### config.mk
export PLATFORM = sky130hd
export DESIGN_NAME = board_setup_ctrl
export DESIGN_NICKNAME = d
export VERILOG_FILES = /design/src/rtl/board_setup_ctrl.sv
export SDC_FILE = /design/constraint.sdc
export NUM_CORES = 1
export LEC_CHECK = 0
export BUFFER_PORTS_ARGS = -buffer_cell sky130_fd_sc_hd__buf_2
export CORE_ASPECT_RATIO = 0.8
export CORE_MARGIN = 2
export CORE_UTILIZATION = 55
export DETAILED_ROUTE_END_ITERATION = 10
export GPL_ROUTABILITY_DRIVEN = 1
export PLACE_DENSITY_LB_ADDON = 0.1
export SYNTH_ARGS = -nofsm -noshare
export SYNTH_HDL_FRONTEND = slang
export SYNTH_SLANG_ARGS = --single-unit
### constraint.sdc
create_clock -name clk -period 6.49 [get_ports clk]
set_input_delay 0.649 -clock clk [delete_from_list [all_inputs] [get_ports clk]]
set_output_delay 0.649 -clock clk [all_outputs]
set_load 0.02 [all_outputs]
### src/rtl/board_setup_ctrl.sv
// Board setup controller: clears a WIDTH x HEIGHT board, scatters NUM_MINES mines chosen by
// a 16-bit LFSR, then writes each safe cell's neighbour mine count.
module board_setup_ctrl #(
    parameter int WIDTH     = 8,
    parameter int HEIGHT    = 8,
    parameter int BUS_WIDTH = 8,
    parameter int NUM_MINES = 10
) (
    input  logic                      clk,
    input  logic                      reset,
    input  logic                      start,
    input  logic [15:0]               seed,
    output logic                      busy,
    output logic                      done,
    output logic [$clog2(WIDTH)-1:0]  rd_x,
    output logic [$clog2(HEIGHT)-1:0] rd_y,
    input  logic [BUS_WIDTH-1:0]      rd_value,
    output logic                      wr_en,
    output logic [$clog2(WIDTH)-1:0]  wr_x,
    output logic [$clog2(HEIGHT)-1:0] wr_y,
    output logic [BUS_WIDTH-1:0]      wr_value
);
    localparam int XW = $clog2(WIDTH);
    localparam int YW = $clog2(HEIGHT);
    localparam int PW = $clog2(NUM_MINES + 1);
    localparam logic [BUS_WIDTH-1:0] MINE        = '1;
    localparam logic [XW-1:0]        X_LAST      = XW'(WIDTH - 1);
    localparam logic [YW-1:0]        Y_LAST      = YW'(HEIGHT - 1);
    localparam logic [PW-1:0]        PLACED_LAST = PW'(NUM_MINES - 1);
    localparam logic [15:0]          ZERO_SEED   = 16'hACE1;

    if (NUM_MINES < 1 || NUM_MINES > WIDTH * HEIGHT - 1) begin : g_bad_num_mines
        $error("board_setup_ctrl: NUM_MINES must be in 1..WIDTH*HEIGHT-1");
    end
    if (XW + YW > 16) begin : g_bad_board_size
        $error("board_setup_ctrl: board coordinates need more than 16 LFSR bits");
    end

    typedef enum logic [2:0] {IDLE, CLEAR, PLACE, COUNT, FINISH} state_t;

    state_t          state_q, state_d;
    logic [XW-1:0]   cx_q, cx_d;
    logic [YW-1:0]   cy_q, cy_d;
    logic [3:0]      slot_q, slot_d;
    logic [PW-1:0]   placed_q, placed_d;
    logic [3:0]      acc_q, acc_d;
    logic [15:0]     lfsr_q, lfsr_d;

    logic [XW-1:0]   next_cx, cand_x;
    logic [YW-1:0]   next_cy, cand_y;
    logic            last_cell, cand_in, nb_in;
    logic [15:0]     lfsr_step;
    int              dx, dy, nx, ny;

    always_ff @(posedge clk or posedge reset) begin
        if (reset) begin
            state_q  <= IDLE;
            cx_q     <= '0;
            cy_q     <= '0;
            slot_q   <= '0;
            placed_q <= '0;
            acc_q    <= '0;
            lfsr_q   <= '0;
        end else begin
            state_q  <= state_d;
            cx_q     <= cx_d;
            cy_q     <= cy_d;
            slot_q   <= slot_d;
            placed_q <= placed_d;
            acc_q    <= acc_d;
            lfsr_q   <= lfsr_d;
        end
    end

    // Scan-order cell stepping, LFSR candidate and the neighbour addressed by the current slot.
    always_comb begin
        last_cell = (cx_q == X_LAST) && (cy_q == Y_LAST);
        next_cx   = (cx_q == X_LAST) ? '0 : cx_q + XW'(1);
        next_cy   = cy_q;
        if (cx_q == X_LAST) begin
            next_cy = (cy_q == Y_LAST) ? '0 : cy_q + YW'(1);
        end

        lfsr_step = {lfsr_q[0] ^ lfsr_q[2] ^ lfsr_q[3] ^ lfsr_q[5], lfsr_q[15:1]};
        cand_x    = lfsr_q[XW-1:0];
        cand_y    = lfsr_q[XW+YW-1:XW];
        cand_in   = (int'(cand_x) < WIDTH) && (int'(cand_y) < HEIGHT);

        dx = 0;
        dy = 0;
        case (slot_q)
            4'd0: begin dx = -1; dy = -1; end
            4'd1: dy = -1;
            4'd2: begin dx = 1; dy = -1; end
            4'd3: dx = -1;
            4'd4: dx = 1;
            4'd5: begin dx = -1; dy = 1; end
            4'd6: dy = 1;
            4'd7: begin dx = 1; dy = 1; end
            default: ;
        endcase
        nx    = int'(cx_q) + dx;
        ny    = int'(cy_q) + dy;
        nb_in = (nx >= 0) && (nx < WIDTH) && (ny >= 0) && (ny < HEIGHT);
    end

    always_comb begin
        state_d  = state_q;
        cx_d     = cx_q;
        cy_d     = cy_q;
        slot_d   = slot_q;
        placed_d = placed_q;
        acc_d    = acc_q;
        lfsr_d   = lfsr_q;
        busy     = (state_q != IDLE);
        done     = (state_q == FINISH);
        rd_x     = '0;
        rd_y     = '0;
        wr_en    = 1'b0;
        wr_x     = '0;
        wr_y     = '0;
        wr_value = '0;

        case (state_q)
            IDLE: begin
                if (start) begin
                    state_d  = CLEAR;
                    lfsr_d   = (seed == 16'h0000) ? ZERO_SEED : seed;
                    cx_d     = '0;
                    cy_d     = '0;
                    slot_d   = '0;
                    placed_d = '0;
                    acc_d    = '0;
                end
            end
            CLEAR: begin
                rd_x  = cx_q;
                rd_y  = cy_q;
                wr_en = 1'b1;
                wr_x  = cx_q;
                wr_y  = cy_q;
                cx_d  = next_cx;
                cy_d  = next_cy;
                if (last_cell) begin
                    state_d = PLACE;
                end
            end
            PLACE: begin
                lfsr_d = lfsr_step;
                // An out-of-range candidate is simply skipped; the read address stays at (0,0).
                if (cand_in) begin
                    rd_x = cand_x;
                    rd_y = cand_y;
                    if (rd_value != MINE) begin
                        wr_en    = 1'b1;
                        wr_x     = cand_x;
                        wr_y     = cand_y;
                        wr_value = MINE;
                        placed_d = placed_q + PW'(1);
                        if (placed_q == PLACED_LAST) begin
                            state_d = COUNT;
                        end
                    end
                end
            end
            COUNT: begin
                rd_x = cx_q;
                rd_y = cy_q;
                if (slot_q != 4'd8) begin
                    if (nb_in) begin
                        rd_x = nx[XW-1:0];
                        rd_y = ny[YW-1:0];
                        if (rd_value == MINE) begin
                            acc_d = acc_q + 4'd1;
                        end
                    end
                    slot_d = slot_q + 4'd1;
                end else begin
                    if (rd_value != MINE) begin
                        wr_en    = 1'b1;
                        wr_x     = cx_q;
                        wr_y     = cy_q;
                        wr_value = BUS_WIDTH'(acc_q);
                    end
                    acc_d  = '0;
                    slot_d = '0;
                    cx_d   = next_cx;
                    cy_d   = next_cy;
                    if (last_cell) begin
                        state_d = FINISH;
                    end
                end
            end
            FINISH: state_d = IDLE;
            default: state_d = IDLE;
        endcase
    end
endmodule

==> impl_results.rst <==
.. list-table::
   :header-rows: 1

   * - Metric
     - Value
   * - Count of cells resized by post-cts repair
     - 0
   * - Flop and latch count out of synthesis
     - 37
   * - Initial antenna violation count
     - 0
   * - Crit. End Element
     - output pin
   * - Setup WS pre-CTS
     - 1.622 ns
   * - Pwr per Cell Area
     - 152.5 mW/mm^2
   * - Relative max-transition margin
     - 44.60%
   * - Setup bufs post-CTS
     - 0
   * - Data arrival time of the critical path
     - 4.54 ns
   * - Number of H-tree levels
     - 2
   * - Gr ovfl total
     - 0
   * - Placed wire-length estimate after detailed placement
     - 4.983 mm
   * - Final-report setup violation count
     - 0
   * - Cell area after synthesis
     - 0.002801 sq mm
   * - Remaining routing DRC violations
     - 0
   * - Final total negative setup slack
     - 0 ns
   * - Most used flip-flop cell after synthesis
     - sky130_fd_sc_hd__dfrtp_1
   * - Share of synthesized area occupied by flip-flops and latches
     - 33.05%
   * - Number of hold buffers added after cts
     - 0
   * - CTS clk-pin slew, worst paths
     - 0.08 ns
   * - Share of synthesized flip-flops with an asynchronous set or reset
     - 100.0%
   * - Final-report max-slew violation count
     - 0
   * - Post-Synthesis Cells
     - 321
   * - Number of placed cells counting well taps
     - 418
   * - Min-Delay Path Class
     - input port to async pin
   * - Number of CTS-inserted buffers
     - 5
   * - Iteration-0 DRC Markers
     - 180
   * - Horizontal extent of the die
     - 83.79 um
   * - Source-to-sink clock delay at the later pin of the worst-skew pair
     - 0.30 ns
   * - Number of max-cap violations
     - 0
   * - Final net count
     - 424
   * - Area enclosed by the die boundary
     - 0.005684 sq mm
   * - Number of fill cells
     - 424
   * - CP max FO
     - 12
   * - CTS Root Buffer Type
     - sky130_fd_sc_hd__clkbuf_8
   * - Met2 track demand over resource in global routing
     - 39.90%
   * - Worst clock skew
     - 0.007498 ns
   * - Share of final-layout standard cells stronger than drive strength 1
     - 18.96%
   * - Unrepaired setup endpoints after global routing
     - false
   * - Number of clock sinks
     - 37
   * - Layout Area Growth over Synthesis
     - 14.60%
   * - Total via count after detailed routing
     - 2543
   * - CTS tree
     - built
   * - Most heavily used metal layer in global routing
     - met2
   * - Effective utilization at floorplan
     - 56.60%
   * - Setup crit start kind
     - flip-flop
   * - Port Buffer Count
     - 49
   * - Maximum clock insertion buffer count
     - 2
   * - Category of the critical setup timing path
     - flip-flop to output pin
   * - Achievable frequency
     - 192.6 MHz
   * - Syn_area_per_cell
     - 8.727 sq um
   * - Wirelength per Cell
     - 15.50 um
   * - GRT Resource Usage Total
     - 24.26%
   * - Diodes inserted
     - 0
   * - GR met1 Demand/Resource
     - 33.54%
   * - Maximum number of pins on one net before global-route repair
     - 38
   * - Detailed-route wire length
     - 6.605 mm
   * - Area of the core region
     - 0.004950 sq mm
   * - Tcrit/Tclk final
     - 79.98%
   * - Cell count of the worst reg-to-reg path
     - 15
   * - Count of distinct cell types in the synthesized netlist
     - 47
   * - I/O Pins
     - 50
   * - Final critical path time including I/O delays and setup
     - 5.191 ns
   * - Run status
     - completed
   * - Number of warnings printed during yosys synthesis
     - 0
   * - PnR Total Power
     - 489.5 uW
   * - Setup slack of the most critical reg-to-reg path
     - 2.33 ns
   * - Met3 demand-to-capacity share in global routing
     - 4.222%
   * - Die span in y
     - 67.84 um
   * - Max VDD drop
     - 99.85 uV
   * - Post-route setup slack
     - 1.299 ns
   * - Num rows
     - 23
   * - Non-filler instance count after layout
     - 426
   * - Vias per cell
     - 5.969
   * - Actual transition at the worst max-transition pin
     - 0.8279 ns
   * - Synthesized netlist net count
     - 382
   * - Final hold slack
     - 0.4467 ns
   * - Global-route wire length before repair
     - 10.90 mm
   * - Data required, critical path
     - 5.84 ns
   * - Number of nets with antenna violations after detailed routing
     - 0
   * - TritonRoute pass-1 iters
     - 5
   * - Via count of the first global-routing pass
     - 2261
   * - Final number of hold-violating endpoints
     - 0
   * - Number of enable-type register cells in the synthesized netlist
     - 0
   * - Static leakage power
     - 0.001443 uW
   * - Placer Congestion
     - 0.8032
## cells by family after synthesis
kind of cell,after synthesis,synth area share [%]
and+or+nand+nor,120,21.08
muxes,9,3.260
xor gates and xnor gates,6,1.876
AOI/OAI and AO/OA,87,20.81
buffers and inverters,28,4.198
DFF,37,33.05
adders and majority gates,34,15.72
## placed cells by master (no fill, tap or decap), types with 7 or more instances in the layout
cell type	instances
sky130_fd_sc_hd__dfrtp_1	37
sky130_fd_sc_hd__o21ai_0	24
sky130_fd_sc_hd__a21oi_1	22
sky130_fd_sc_hd__o22ai_1	7
sky130_fd_sc_hd__nand3_1	13
sky130_fd_sc_hd__inv_1	11
sky130_fd_sc_hd__buf_2	49
sky130_fd_sc_hd__ha_1	32
sky130_fd_sc_hd__nor2_1	17
sky130_fd_sc_hd__nand2_1	50
sky130_fd_sc_hd__mux2i_1	8
sky130_fd_sc_hd__a32o_1	8
## layer usage
metal  share of wire [%]  up-vias
met3                 4.9        7
met1                  48     1203
met2                  46       74
met4                 1.1        0
met5                   0        -
li1                    -     1259
## flip-flops by register name, indices dropped and copies added (netlist names)
register,cells
placed_q,4
slot_q,4
acc_q,4
cy_q,3
cx_q,3
lfsr_q,16
state_q,3
## final cells by class
type / instances / area, sq um / area share (%)
tap: 62 / 77.57 / 2.416
multi-input combinational: 256 / 1760 / 54.83
clock inverter: 3 / 68.82 / 2.143
sequential: 37 / 925.9 / 28.84
clock buffer: 5 / 68.82 / 2.143
inverter: 11 / 41.29 / 1.286
timing repair buffer: 52 / 267.8 / 8.340
## stage by stage
| step | instance area [sq um] | util [%] |
|---|---|---|
| global placement | 3073 | 62.08 |
| detailed placement | 3073 | 62.08 |
| finish | 3211 | 64.86 |
| CTS | 3211 | 64.86 |
| global route | 3211 | 64.86 |
| floorplan | 2801 | - |
## synth_stat cells, drive strengths merged, types with 2 or more instances
master	count	area (sq um)
nand2	50	187.7
dfrtp	37	925.9
ha	32	400.4
o21ai	30	150.2
a21oi	22	110.1
nor2	17	63.81
clkbuf	13	48.80
nand3	13	65.06
inv	11	41.29
a32o	8	80.08
mux2i	8	80.08
nor3	7	40.04
o22ai	7	43.79
nor4	6	37.54
a22oi	5	37.54
buf	4	27.52
nand4	4	25.02
nor2b	4	25.02
xnor2	4	35.03
a21o	3	22.52
a22o	3	26.28
and3	3	18.77
a2111oi	2	55.05
and4b	2	20.02
fa	2	40.04
nand2b	2	12.51
nand3b	2	15.01
o31ai	2	15.01
or2	2	12.51
xor2	2	17.52
## path summary, 6_finish.rpt
path | start | to
setup reg to reg | slot_q[1] | acc_q[2]
setup / recovery | slot_q[1] | rd_y[0]
min in group clk | lfsr_q[14] | lfsr_q[14]
hold reg to reg | lfsr_q[14] | lfsr_q[14]
hold / removal | reset | placed_q[1]
max in group asynchronous | reset | cy_q[2]
## worst max-delay path: stages, from the launching register on
cell,delay (ns)
sky130_fd_sc_hd__dfrtp_1,0.45
sky130_fd_sc_hd__inv_1,0.11
sky130_fd_sc_hd__ha_1,0.25
sky130_fd_sc_hd__nor2_1,0.09
sky130_fd_sc_hd__nor2_1,0.09
sky130_fd_sc_hd__a21oi_1,0.05
sky130_fd_sc_hd__nor2_1,0.64
sky130_fd_sc_hd__ha_1,0.39
sky130_fd_sc_hd__nor2_1,0.14
sky130_fd_sc_hd__o21ai_0,0.10
sky130_fd_sc_hd__ha_1,0.24
sky130_fd_sc_hd__nor4_1,0.26
sky130_fd_sc_hd__nand4_1,0.28
sky130_fd_sc_hd__a2111oi_4,0.63
sky130_fd_sc_hd__mux2i_1,0.26
sky130_fd_sc_hd__o21ai_1,0.08
sky130_fd_sc_hd__buf_2,0.17
## power by group
| group | total, uW | switching, uW | internal, uW |
|---|---|---|---|
| Clock | 243 | 88.6 | 155 |
| Combinational | 15.9 | 9.07 | 6.79 |
| Sequential | 230 | 0 | 230 |
(Power assumes the default switching activity.)
